[config.mk]
export PLATFORM = sky130hd
export DESIGN_NAME = mem_port_arbiter
export DESIGN_NICKNAME = d
export VERILOG_FILES = /design/src/rtl/mem_port_arbiter_pkg.sv /design/src/rtl/mem_port_arbiter_arb_select.sv /design/src/rtl/mem_port_arbiter.sv
export SDC_FILE = /design/constraint.sdc
export NUM_CORES = 1
export LEC_CHECK = 0
export CAP_MARGIN = 20
export CORE_ASPECT_RATIO = 1.2
export CORE_MARGIN = 2
export CORE_UTILIZATION = 25
export DETAILED_ROUTE_END_ITERATION = 7
export MAX_ROUTING_LAYER = met4
export PLACE_DENSITY = 0.71
export RECOVER_POWER = 25
export REMOVE_ABC_BUFFERS = 1
export SLEW_MARGIN = 30
export SYNTH_ARGS = -nofsm -noshare
export SYNTH_HDL_FRONTEND = slang
export SYNTH_SLANG_ARGS = --single-unit
[constraint.sdc]
create_clock -name clk_i -period 1.9 [get_ports clk_i]
set_input_delay 0.57 -clock clk_i [delete_from_list [all_inputs] [get_ports clk_i]]
set_output_delay 0.57 -clock clk_i [all_outputs]
set_load 0.05 [all_outputs]
[src/rtl/mem_port_arbiter_pkg.sv]
`default_nettype none
// ============================================================================
// Module      : mem_port_arbiter_pkg
// Description : Shared widths and state/owner encodings for the memory port
//               arbiter.
// Revision    : 1.0 - initial release
// ============================================================================
package mem_port_arbiter_pkg;

    localparam int unsigned c_ADDR  = 16;
    localparam int unsigned c_W_OPR = 32;

    typedef enum logic [1:0] {
        ST_IDLE = 2'd0,
        ST_REQ  = 2'd1,
        ST_WAIT = 2'd2
    } state_t;

    typedef enum logic {
        OWN_IF = 1'b0,
        OWN_LS = 1'b1
    } owner_t;

endpackage
`default_nettype wire

[src/rtl/mem_port_arbiter_arb_select.sv]
`default_nettype none
// ============================================================================
// Module      : arb_select
// Description : Two-requester combinational grant selector; the second
//               requester wins unless the first one is being forced.
// Revision    : 1.0 - initial release
// ============================================================================
module arb_select (
    input  logic i_if_req,
    input  logic i_ls_req,
    input  logic i_force_if,
    output logic o_if_gnt,
    output logic o_ls_gnt
);

    assign o_ls_gnt = i_ls_req & ~(i_force_if & i_if_req);
    assign o_if_gnt = i_if_req & ~o_ls_gnt;

endmodule
`default_nettype wire

[src/rtl/mem_port_arbiter.sv]
`default_nettype none
// ============================================================================
// Module      : mem_port_arbiter
// Description : Shares one memory port between instruction fetch and the
//               load/store unit, one transaction at a time.
// Revision    : 1.0 - initial release
// ============================================================================
module mem_port_arbiter
    import mem_port_arbiter_pkg::*;
#(
    parameter int unsigned ADDR       = c_ADDR,
    parameter int unsigned W_OPR      = c_W_OPR,
    parameter int unsigned STARVE_MAX = 4
) (
    input  logic             clk_i,
    input  logic             rst_i,
    input  logic             if_req_i,
    input  logic [ADDR-1:0]  if_addr_i,
    output logic             if_gnt_o,
    output logic             if_rvalid_o,
    output logic [W_OPR-1:0] if_rdata_o,
    input  logic             ls_req_i,
    input  logic [ADDR-1:0]  ls_addr_i,
    input  logic             ls_write_i,
    input  logic [W_OPR-1:0] ls_wdata_i,
    output logic             ls_gnt_o,
    output logic             ls_rvalid_o,
    output logic [W_OPR-1:0] ls_rdata_o,
    output logic             mem_req_o,
    output logic [ADDR-1:0]  mem_addr_o,
    output logic             mem_write_o,
    output logic [W_OPR-1:0] mem_wdata_o,
    input  logic             mem_ready_i,
    input  logic             mem_rvalid_i,
    input  logic [W_OPR-1:0] mem_rdata_i
);

    localparam int unsigned        c_CNT_W      = $clog2(STARVE_MAX + 1);
    localparam logic [c_CNT_W-1:0] c_STARVE_MAX = c_CNT_W'(STARVE_MAX);

    state_t             r_state;
    state_t             w_state_nxt;
    owner_t             r_owner;
    logic [c_CNT_W-1:0] r_starve_cnt;
    logic [ADDR-1:0]    r_addr;
    logic               r_write;
    logic [W_OPR-1:0]   r_wdata;

    logic w_if_req_arb;
    logic w_ls_req_arb;
    logic w_force_if;
    logic w_if_gnt;
    logic w_ls_gnt;

    // Requests only compete in IDLE; reset masks the combinational grants too.
    assign w_if_req_arb = if_req_i & (r_state == ST_IDLE) & ~rst_i;
    assign w_ls_req_arb = ls_req_i & (r_state == ST_IDLE) & ~rst_i;
    assign w_force_if   = (r_starve_cnt == c_STARVE_MAX);

    arb_select u_arb_select (
        .i_if_req   (w_if_req_arb),
        .i_ls_req   (w_ls_req_arb),
        .i_force_if (w_force_if),
        .o_if_gnt   (w_if_gnt),
        .o_ls_gnt   (w_ls_gnt)
    );

    assign if_gnt_o    = w_if_gnt;
    assign ls_gnt_o    = w_ls_gnt;
    assign mem_addr_o  = r_addr;
    assign mem_write_o = r_write;
    assign mem_wdata_o = r_wdata;

    always_ff @(posedge clk_i or posedge rst_i) begin
        if (rst_i) begin
            r_state <= ST_IDLE;
        end else begin
            r_state <= w_state_nxt;
        end
    end

    always_comb begin
        w_state_nxt = r_state;
        mem_req_o   = 1'b0;
        if_rvalid_o = 1'b0;
        if_rdata_o  = '0;
        ls_rvalid_o = 1'b0;
        ls_rdata_o  = '0;
        case (r_state)
            ST_IDLE: begin
                if (w_if_gnt || w_ls_gnt) begin
                    w_state_nxt = ST_REQ;
                end
            end
            ST_REQ: begin
                mem_req_o = 1'b1;
                if (mem_ready_i) begin
                    if (r_write) begin
                        // Stores complete on acceptance; no read data phase.
                        ls_rvalid_o = 1'b1;
                        w_state_nxt = ST_IDLE;
                    end else begin
                        w_state_nxt = ST_WAIT;
                    end
                end
            end
            ST_WAIT: begin
                if (mem_rvalid_i) begin
                    w_state_nxt = ST_IDLE;
                    if (r_owner == OWN_IF) begin
                        if_rvalid_o = 1'b1;
                        if_rdata_o  = mem_rdata_i;
                    end else begin
                        ls_rvalid_o = 1'b1;
                        ls_rdata_o  = mem_rdata_i;
                    end
                end
            end
            default: begin
                w_state_nxt = ST_IDLE;
            end
        endcase
    end

    always_ff @(posedge clk_i or posedge rst_i) begin
        if (rst_i) begin
            r_owner      <= OWN_IF;
            r_starve_cnt <= '0;
            r_addr       <= '0;
            r_write      <= 1'b0;
            r_wdata      <= '0;
        end else if (w_if_gnt) begin
            r_owner      <= OWN_IF;
            r_starve_cnt <= '0;
            r_addr       <= if_addr_i;
            r_write      <= 1'b0;
            r_wdata      <= '0;
        end else if (w_ls_gnt) begin
            r_owner <= OWN_LS;
            r_addr  <= ls_addr_i;
            r_write <= ls_write_i;
            r_wdata <= ls_wdata_i;
            // Only count LS wins that actually made a waiting fetch wait longer.
            if (if_req_i && (r_starve_cnt != c_STARVE_MAX)) begin
                r_starve_cnt <= r_starve_cnt + c_CNT_W'(1);
            end
        end
    end

endmodule
`default_nettype wire

### Yosys cells after proc, flatten, opt, wreduce, memory -nomap -nowiden

Cells that the tools add are included.

* RAM bits: 0
* output and inout port bits: 118
* memory bits (read-only): 0
* register bits after elaboration: 55
* input port bits: 103
* bits in latches: 0
* memories: 0

* shift-type cells: 0
* bitwise operators: 10
* add/sub/neg operators: 1
* reduce and logical (&&, ||, !) cells: 7
* equal/unequal tests: 7
* divide/modulo/power cells: 0
* mux-type cells: 31
* multiply operators: 0
* magnitude comparators: 0

Operator list (number)
* $mux W32: 8
* $mux W16: 2
* $mux W1: 12
* $mux W3: 3
* $mux W2: 4
* $and A1 B1 Y1: 7
* $pmux W2 S3: 1
* $ne A2 B2 Y1 const B: 2
* $reduce_bool A2 Y1: 2
* $add A3 B1 Y3 const B: 1
* $eq A3 B3 Y1 const B: 1
* $ne A3 B3 Y1 const B: 1
* $not A1 Y1: 3
* $reduce_and A3 Y1: 1
* $eq A2 B1 Y1 const B: 1
* $eq A2 B2 Y1 const B: 1
* $logic_not A2 Y1: 1
* $ne A2 B1 Y1 const B: 1
* $pmux W1 S2: 1
* $reduce_and A2 Y1: 1
* $logic_and A1 B1 Y1: 1
* $logic_or A1 B1 Y1: 1

### Logic depth before layout (Yosys ltp)

Gate-level depths: netlist of run 1.

* depth in word-level cells: 11
* depth in mapped cells: 7
* mapped depth without buffers: 5

### Hierarchy

From an unflattened synthesis of run 1, not the netlist that was laid out.

* cell total of the unflattened synthesis: 296
* area, all modules: 2955.3 um^2

Modules (own cells, without submodules)
* mem_port_arbiter: instances 1, area each 2936.6 um^2, cells each 293
* arb_select: instances 1, area each 18.8 um^2, cells each 3

### Least setup slack after synthesis of run 1

Ideal clock, no wire load.

* kind: register -> output
* start point: register r_state[0]
* end point: output if_rdata_o[22]
* data required time: 1.330 ns
* cell stages (with the launch flop): 7
* arrival time: 1.987 ns
* slack: -0.657 ns
* cell sequence: dfrtp_1 -> inv_1 -> ha_1 -> nand2_1 -> nor2_1 -> clkbuf_1 -> and2_1

* longest elaborated chain between the ends: 2

RTL lines
* start: declaration: RTL line mem_port_arbiter.sv:41 `state_t r_state;`
* start signal: assignment: RTL line mem_port_arbiter.sv:78 `r_state <= w_state_nxt;`
* $eq A2 B2 Y1: RTL line mem_port_arbiter.sv:89 `case (r_state)`
* $mux W32: RTL line mem_port_arbiter.sv:89
* end: declaration: RTL line mem_port_arbiter.sv:21 `output logic [W_OPR-1:0] if_rdata_o,`

No other way between the ends.

### Final worst setup path of run 1

* start point: register r_state[0]
* end point: output if_rdata_o[21]

Same word-level chain as after synthesis.

==> metrics.cfg, run 1 <==
[cts]
clk_pin_slew_ps = 70
cts_root_buf = clkbuf_16
clock-sinks = 55
cts_buffers = 5
htree_levels = 2
clk_path_buf_depth = 2
tritoncts = done
clk_latency_ps = 290

[timing]
worst_pin_slew_ps = 555
rsz0062_at_grt = yes
setup_tns_ps = -22310
fmax_mhz = 443
hold_slack_ps = 516
slew_violations = 0
setup_viol = 69
finalCriticalPeriod_ps = 2260
setup_slack_ps = -355
skew_ps = 6.69
fin_crit_sh = 1.19
hold_viol_final = 0
maxSlewHeadroom = 0.630

[floorplanning]
dieArea_um2 = 12600
core_area_um2 = 11500
dieHeight_um = 123
die_x_um = 103
top_level_ports = 221
num_rows = 43
initial_utilization = 0.255

[hold_path]
holdPathStages = 1
worst_hold_path_type = reg -> reg
min_to = mem_wdata_o[4]
hp-start = mem_wdata_o[4]

[finish]
area_delta_synth_final_pct = 118
multi_input_area_um2 = 1540
layout.nets = 637
fillers = 1013
regArea_um2 = 1380
drive_gt1_frac = 0.401
finalNonFillerCells = 687

[global_route]
antenna_found_initial = 1
grt_pass1_vias = 3221
grt_usage = 0.181
grt_pass1_wl_um = 17000
grt_max_degree = 34
overflow = 0

[place]
gp_congestion = 0.778
dp.cells = 671
hpwl_um = 8700
dpl_worst_slack_ps = -535
io_buffer_count = 220

[job]
maxCapViolations = 0

[outcome]
violations = negative setup slack
outcome = finished with violations

[critical_path]
worstSetupEndpointType = output pin
reg2reg_slack_ps = 20
cp_max_fo = 7
cp.arrival_ps = 1690
reg2reg_depth = 7
crit-reg2reg-launch = r_state[1]
reg2reg_to = mem_addr_o[11]
path_class = reg -> out
worstSetupStartpointType = register
worstPathRequired_ps = 1330

[logic_synthesis]
synthFlopType = dfrtp_1
async_reset_ff_frac = 1.00
synth-seq-cells = 55
avgSynthCellArea_um2 = 10.2
yosys.area.top_type = dfrtp_1
ys_warn_count = 0
synth_edf_count = 0
ys_top_cells_by_area = dfrtp_1 (47%), and2_1 (14%), a221o_1 (5.5%)
netlist_area_um2 = 2940
synth_cell_types = 33
syn_inst = 288
yosysSeqAreaShare = 0.468
netlist.area_leader.share = 0.468

[pwr]
ir_worst_vdd_uv = 921
power.density_nw_per_um2 = 1290
cellLeakagePower_nw = 2.78

[route]
first_pass_iters = 4
vias = 3202
ant_nets = 0
drc = 0
drt_wl_total_um = 11200
drt-initial-drc-count = 97
avgViaCountPerCell = 4.66
wl_per_cell_um = 16.3

==> critical path, stage by stage (launching register included) <==
cell     delay, ps
dfrtp_1        400
inv_2           90
ha_4           150
nand2_4         50
nor2_4         240
buf_6          180
and2_4         150
buf_12         130
==> registers in the layout, summed over array words and instances, names as in the netlist <==
name	flops
r_starve_cnt	3
r_owner	1
mem_write_o	1
mem_addr_o	16
mem_wdata_o	32
r_state	2
==> logic make-up (layout without fill, tap and decap cells) <==
| kind of cell | count (synthesis) | count (layout) | share of synthesized area |
|---|---|---|---|
| AO/OA/AOI/OAI | 78 | 78 | 0.190 |
| adder cells (fa/ha/maj) | 6 | 6 | 0.0256 |
| buffers and inverters | 29 | 270 | 0.0575 |
| flip-flops | 55 | 55 | 0.468 |
| multiplexers | 1 | 1 | 0.00383 |
| other | 0 | 1 | 0 |
| AND/OR/NAND/NOR | 119 | 119 | 0.254 |
==> layout by cell type (no fill, tap or decap), types with 2 or more instances in the layout <==
cell type         n
clkdlybuf4s50_1  98
buf_12           72
buf_4            68
dfrtp_1          55
and2_4           35
and2_1           29
o21ai_0          21
nand3_1          19
a21oi_1          18
a22o_1           16
a221o_1          16
nor3b_1          13
buf_6             9
inv_1             5
clkbuf_16         5
nor3b_2           4
ha_1              4
dlygate4sd2_1     4
nand2_1           3
clkbuf_1          3
nand2_4           2
and3_2            2
nand3b_1          2
nor2_4            2
nor2b_1           2
clkbuf_2          2
==> per-stage QoR <==
step	power [mW]	utilization	cell area [um2]
floorplan	5.07	-	2790
global placement	6.97	0.524	6040
detailed placement	7.09	0.524	6040
CTS	8.31	0.557	6410
global route	8.65	0.557	6410
finish	8.24	0.557	6410
==> synthesized netlist by cell type, drive strengths merged, types with 2 or more instances <==
cell type   n
nand3b      2
ha          6
nand2       5
nand3      19
dfrtp      55
a22o       16
clkbuf      8
and2       64
nor2        3
and3        2
nor2b       4
o21ai      21
inv         6
buf        15
a221o      16
nor3b      17
a21oi      18
==> layer usage <==
| metal | GRT usage | up-vias | part of all wire |
|---|---|---|---|
| met2 | 0.325 | 143 | 0.53 |
| li1 | - | 1508 | - |
| met1 | 0.197 | 1537 | 0.38 |
| met4 | 0.0502 | 0 | 0.019 |
| met5 | - | - | 0 |
| met3 | 0.0416 | 14 | 0.074 |
==> power by group <==
| group | total [mW] | switching, mW | internal, mW |
|---|---|---|---|
| logic | 5.11 | 3.15 | 1.96 |
| registers | 2.08 | 0.361 | 1.72 |
| clock network | 1.05 | 0.424 | 0.628 |
==> worst max-delay path by stage <==
stage,from,end,slack [ps]
3_5_place_dp,mem_rvalid_i,ls_rdata_o[10],-540
2_1_floorplan,r_state[0],if_rdata_o[0],-1190
5_1_grt,r_state[0],if_rdata_o[1],-440
6_report,r_state[0],if_rdata_o[21],-360
3_3_place_gp,mem_rvalid_i,if_rdata_o[29],-520
4_1_cts,r_state[0],if_rdata_o[21],-360
==> cell type report <==
class,count,share of cell area
Timing Repair Buffer,256,0.484
Multi-Input combinational cell,204,0.240
Sequential cell,55,0.215
Tap cell,157,0.0307
Clock buffer,6,0.0201
Clock inverter,2,0.00605
Inverter,6,0.00351
Antenna cell,1,0.000391
==> what timing repair did <==
action | 4_1_cts | 5_1_grt
hold buffers | 0 | 0
endpoints found under the setup margin | 84 | 86
buffers inserted | 4 | 0
pin swaps | 34 | 1
resized for setup | 62 | 9
cloned | 4 | 0
(Power assumes the default switching activity.)
==> inputs of run 2 (changes only) <==
Settings changed: SETUP_SLACK_MARGIN from default to 0.2.
==> metrics.cfg, run 2 (synthesis results as in run 1) <==
[floorplanning]
die_x_um = 103
initial_utilization = 0.255
dieArea_um2 = 12600
core_area_um2 = 11500
top_level_ports = 221
dieHeight_um = 123
num_rows = 43

[place]
dp.cells = 671
dpl_worst_slack_ps = -535
dpl-instance-area_um2 = 6040
hpwl_um = 8700
gp_congestion = 0.778
io_buffer_count = 220

[cts]
clk_path_buf_depth = 2
cts_root_buf = clkbuf_16
cts_buffers = 5
tritoncts = done
htree_levels = 2
clk_pin_slew_ps = 70
clock-sinks = 55
clk_latency_ps = 290

[route]
ant_nets = 0
drt-initial-drc-count = 101
drt_wl_total_um = 11300
wl_per_cell_um = 16.4
drc = 0
vias = 3217
avgViaCountPerCell = 4.68
first_pass_iters = 5

[finish]
utilization = 0.559
finish.instance_area_um2 = 6440
largest_reg_flops = 32
layout.nets = 638
drive_gt1_frac = 0.404
area_delta_synth_final_pct = 119
finalNonFillerCells = 688
final_common_cell = clkdlybuf4s50_1
layout_common_cells = clkdlybuf4s50_1 (98), buf_12 (73), buf_4 (67), dfrtp_1 (55), and2_4 (35)
fillers = 1007

[global_route]
overflow = 0
grt_pass1_wl_um = 17100
grt_pass1_vias = 3263
grt_usage = 0.182
grt_max_degree = 34
antenna_found_initial = 1

[timing]
slew_violations = 0
rsz0062_at_grt = yes
finalCriticalPeriod_ps = 2250
fmax_mhz = 444
skew_ps = 6.84
hold_viol_final = 0
fin_crit_sh = 1.19
setup_viol = 69
worst_pin_slew_ps = 555
maxSlewHeadroom = 0.630
setup_slack_ps = -354

[job]
maxCapViolations = 0

[outcome]
violations = negative setup slack
outcome = finished with violations

[critical_path]
worst-path-stages = 7
crit_path_max_incr_delay_ps = 400
path_buf_inv = 3
crit_chain = inv_2 -> ha_4 -> nand2_4 -> nor2_4 -> buf_6 -> and2_4 -> buf_12
critical_path.top_delay_family = simple AND/OR/NAND/NOR gates
cp.arrival_ps = 1680
worstPathRequired_ps = 1330
worstSetupStartpointType = register
crit_slowest_cell = dfrtp_1
cp_max_fo = 7
reg2reg_depth = 7
path_class = reg -> out
worstSetupEndpointType = output pin

[pwr]
power_frac_comb = 0.621
seq_power_share = 0.252
power.density_nw_per_um2 = 1280
p_int_mw = 4.33
clkPwrFrac = 0.127
power.switching_mw = 3.94
cellLeakagePower_nw = 2.79
netSwitchingFraction = 0.477
ir_worst_vdd_uv = 922

[hold_path]
worst_hold_path_type = reg -> reg
holdPathStages = 1

## run 2: cell count changes in the layout (fill, tap and decap cells not counted)
cell     before  now
and3_2        2    1
and3_4        0    1
buf_12       72   73
buf_4        68   67
buf_6         9   10
nor3b_1      13   12
nor3b_2       4    5
## run 2: final timing paths
check                                from              end  slack, ps
max reg2reg                    r_state[1]   mem_addr_o[11]         20
min in group asynchronous           rst_i  mem_wdata_o[20]        550
min                        mem_wdata_o[4]   mem_wdata_o[4]        520
max in group asynchronous           rst_i  mem_wdata_o[30]        470
max                            r_state[0]   if_rdata_o[21]       -350
min reg2reg                mem_wdata_o[4]   mem_wdata_o[4]        520
## run 2: per-layer routing
layer,GRT usage,up-vias,routed length [um]
met1,0.199,1547,4220
li1,-,1510,-
met5,-,-,0
met4,0.0502,0,221
met2,0.328,145,6040
met3,0.0416,15,815
## run 2: repair_timing
action                     4_1_cts  5_1_grt
gates cloned                     4        0
pin swaps                       35        1
buffers inserted                 4        0
hold buffers                     0        0
setup endpoints to repair      107      106
resized for setup               70        7
## run 2: layout make-up
type	instances	area, um2	area share
Sequential cell	55	1380	0.214
Inverter	6	22.5	0.00350
Multi-Input combinational cell	204	1550	0.241
Clock inverter	2	38.8	0.00602
Tap cell	157	196	0.0305
Clock buffer	6	129	0.0200
Timing Repair Buffer	257	3130	0.485
Antenna cell	1	2.50	0.000389
## run 2: power groups by stage
stage	combinational (mW)	sequential, mW	clock [mW]
after floorplan	1.28	3.78	0
after global placement	4.90	2.07	0
after detailed placement	5.01	2.07	0
after CTS	5.16	2.09	1.09
after global routing	5.40	2.15	1.14
final	5.14	2.08	1.05
## run 2: worst register-to-register path, cell delays in order (launching register included)
cell,delay (ps)
dfrtp_1,430
inv_1,110
ha_2,250
nor2b_4,210
buf_12,170
nand2_4,70
buf_12,160
a221o_1,370
## run 2: per-stage QoR
step / TNS [ps] / hold slack (ps) / power [mW]
global placement: -40320 / 494 / 6.97
finish: -22240 / 516 / 8.27
CTS: -22410 / 517 / 8.34
detailed placement: -42770 / 493 / 7.09
global route: -27740 / 529 / 8.69
floorplan: -71250 / 464 / 5.07
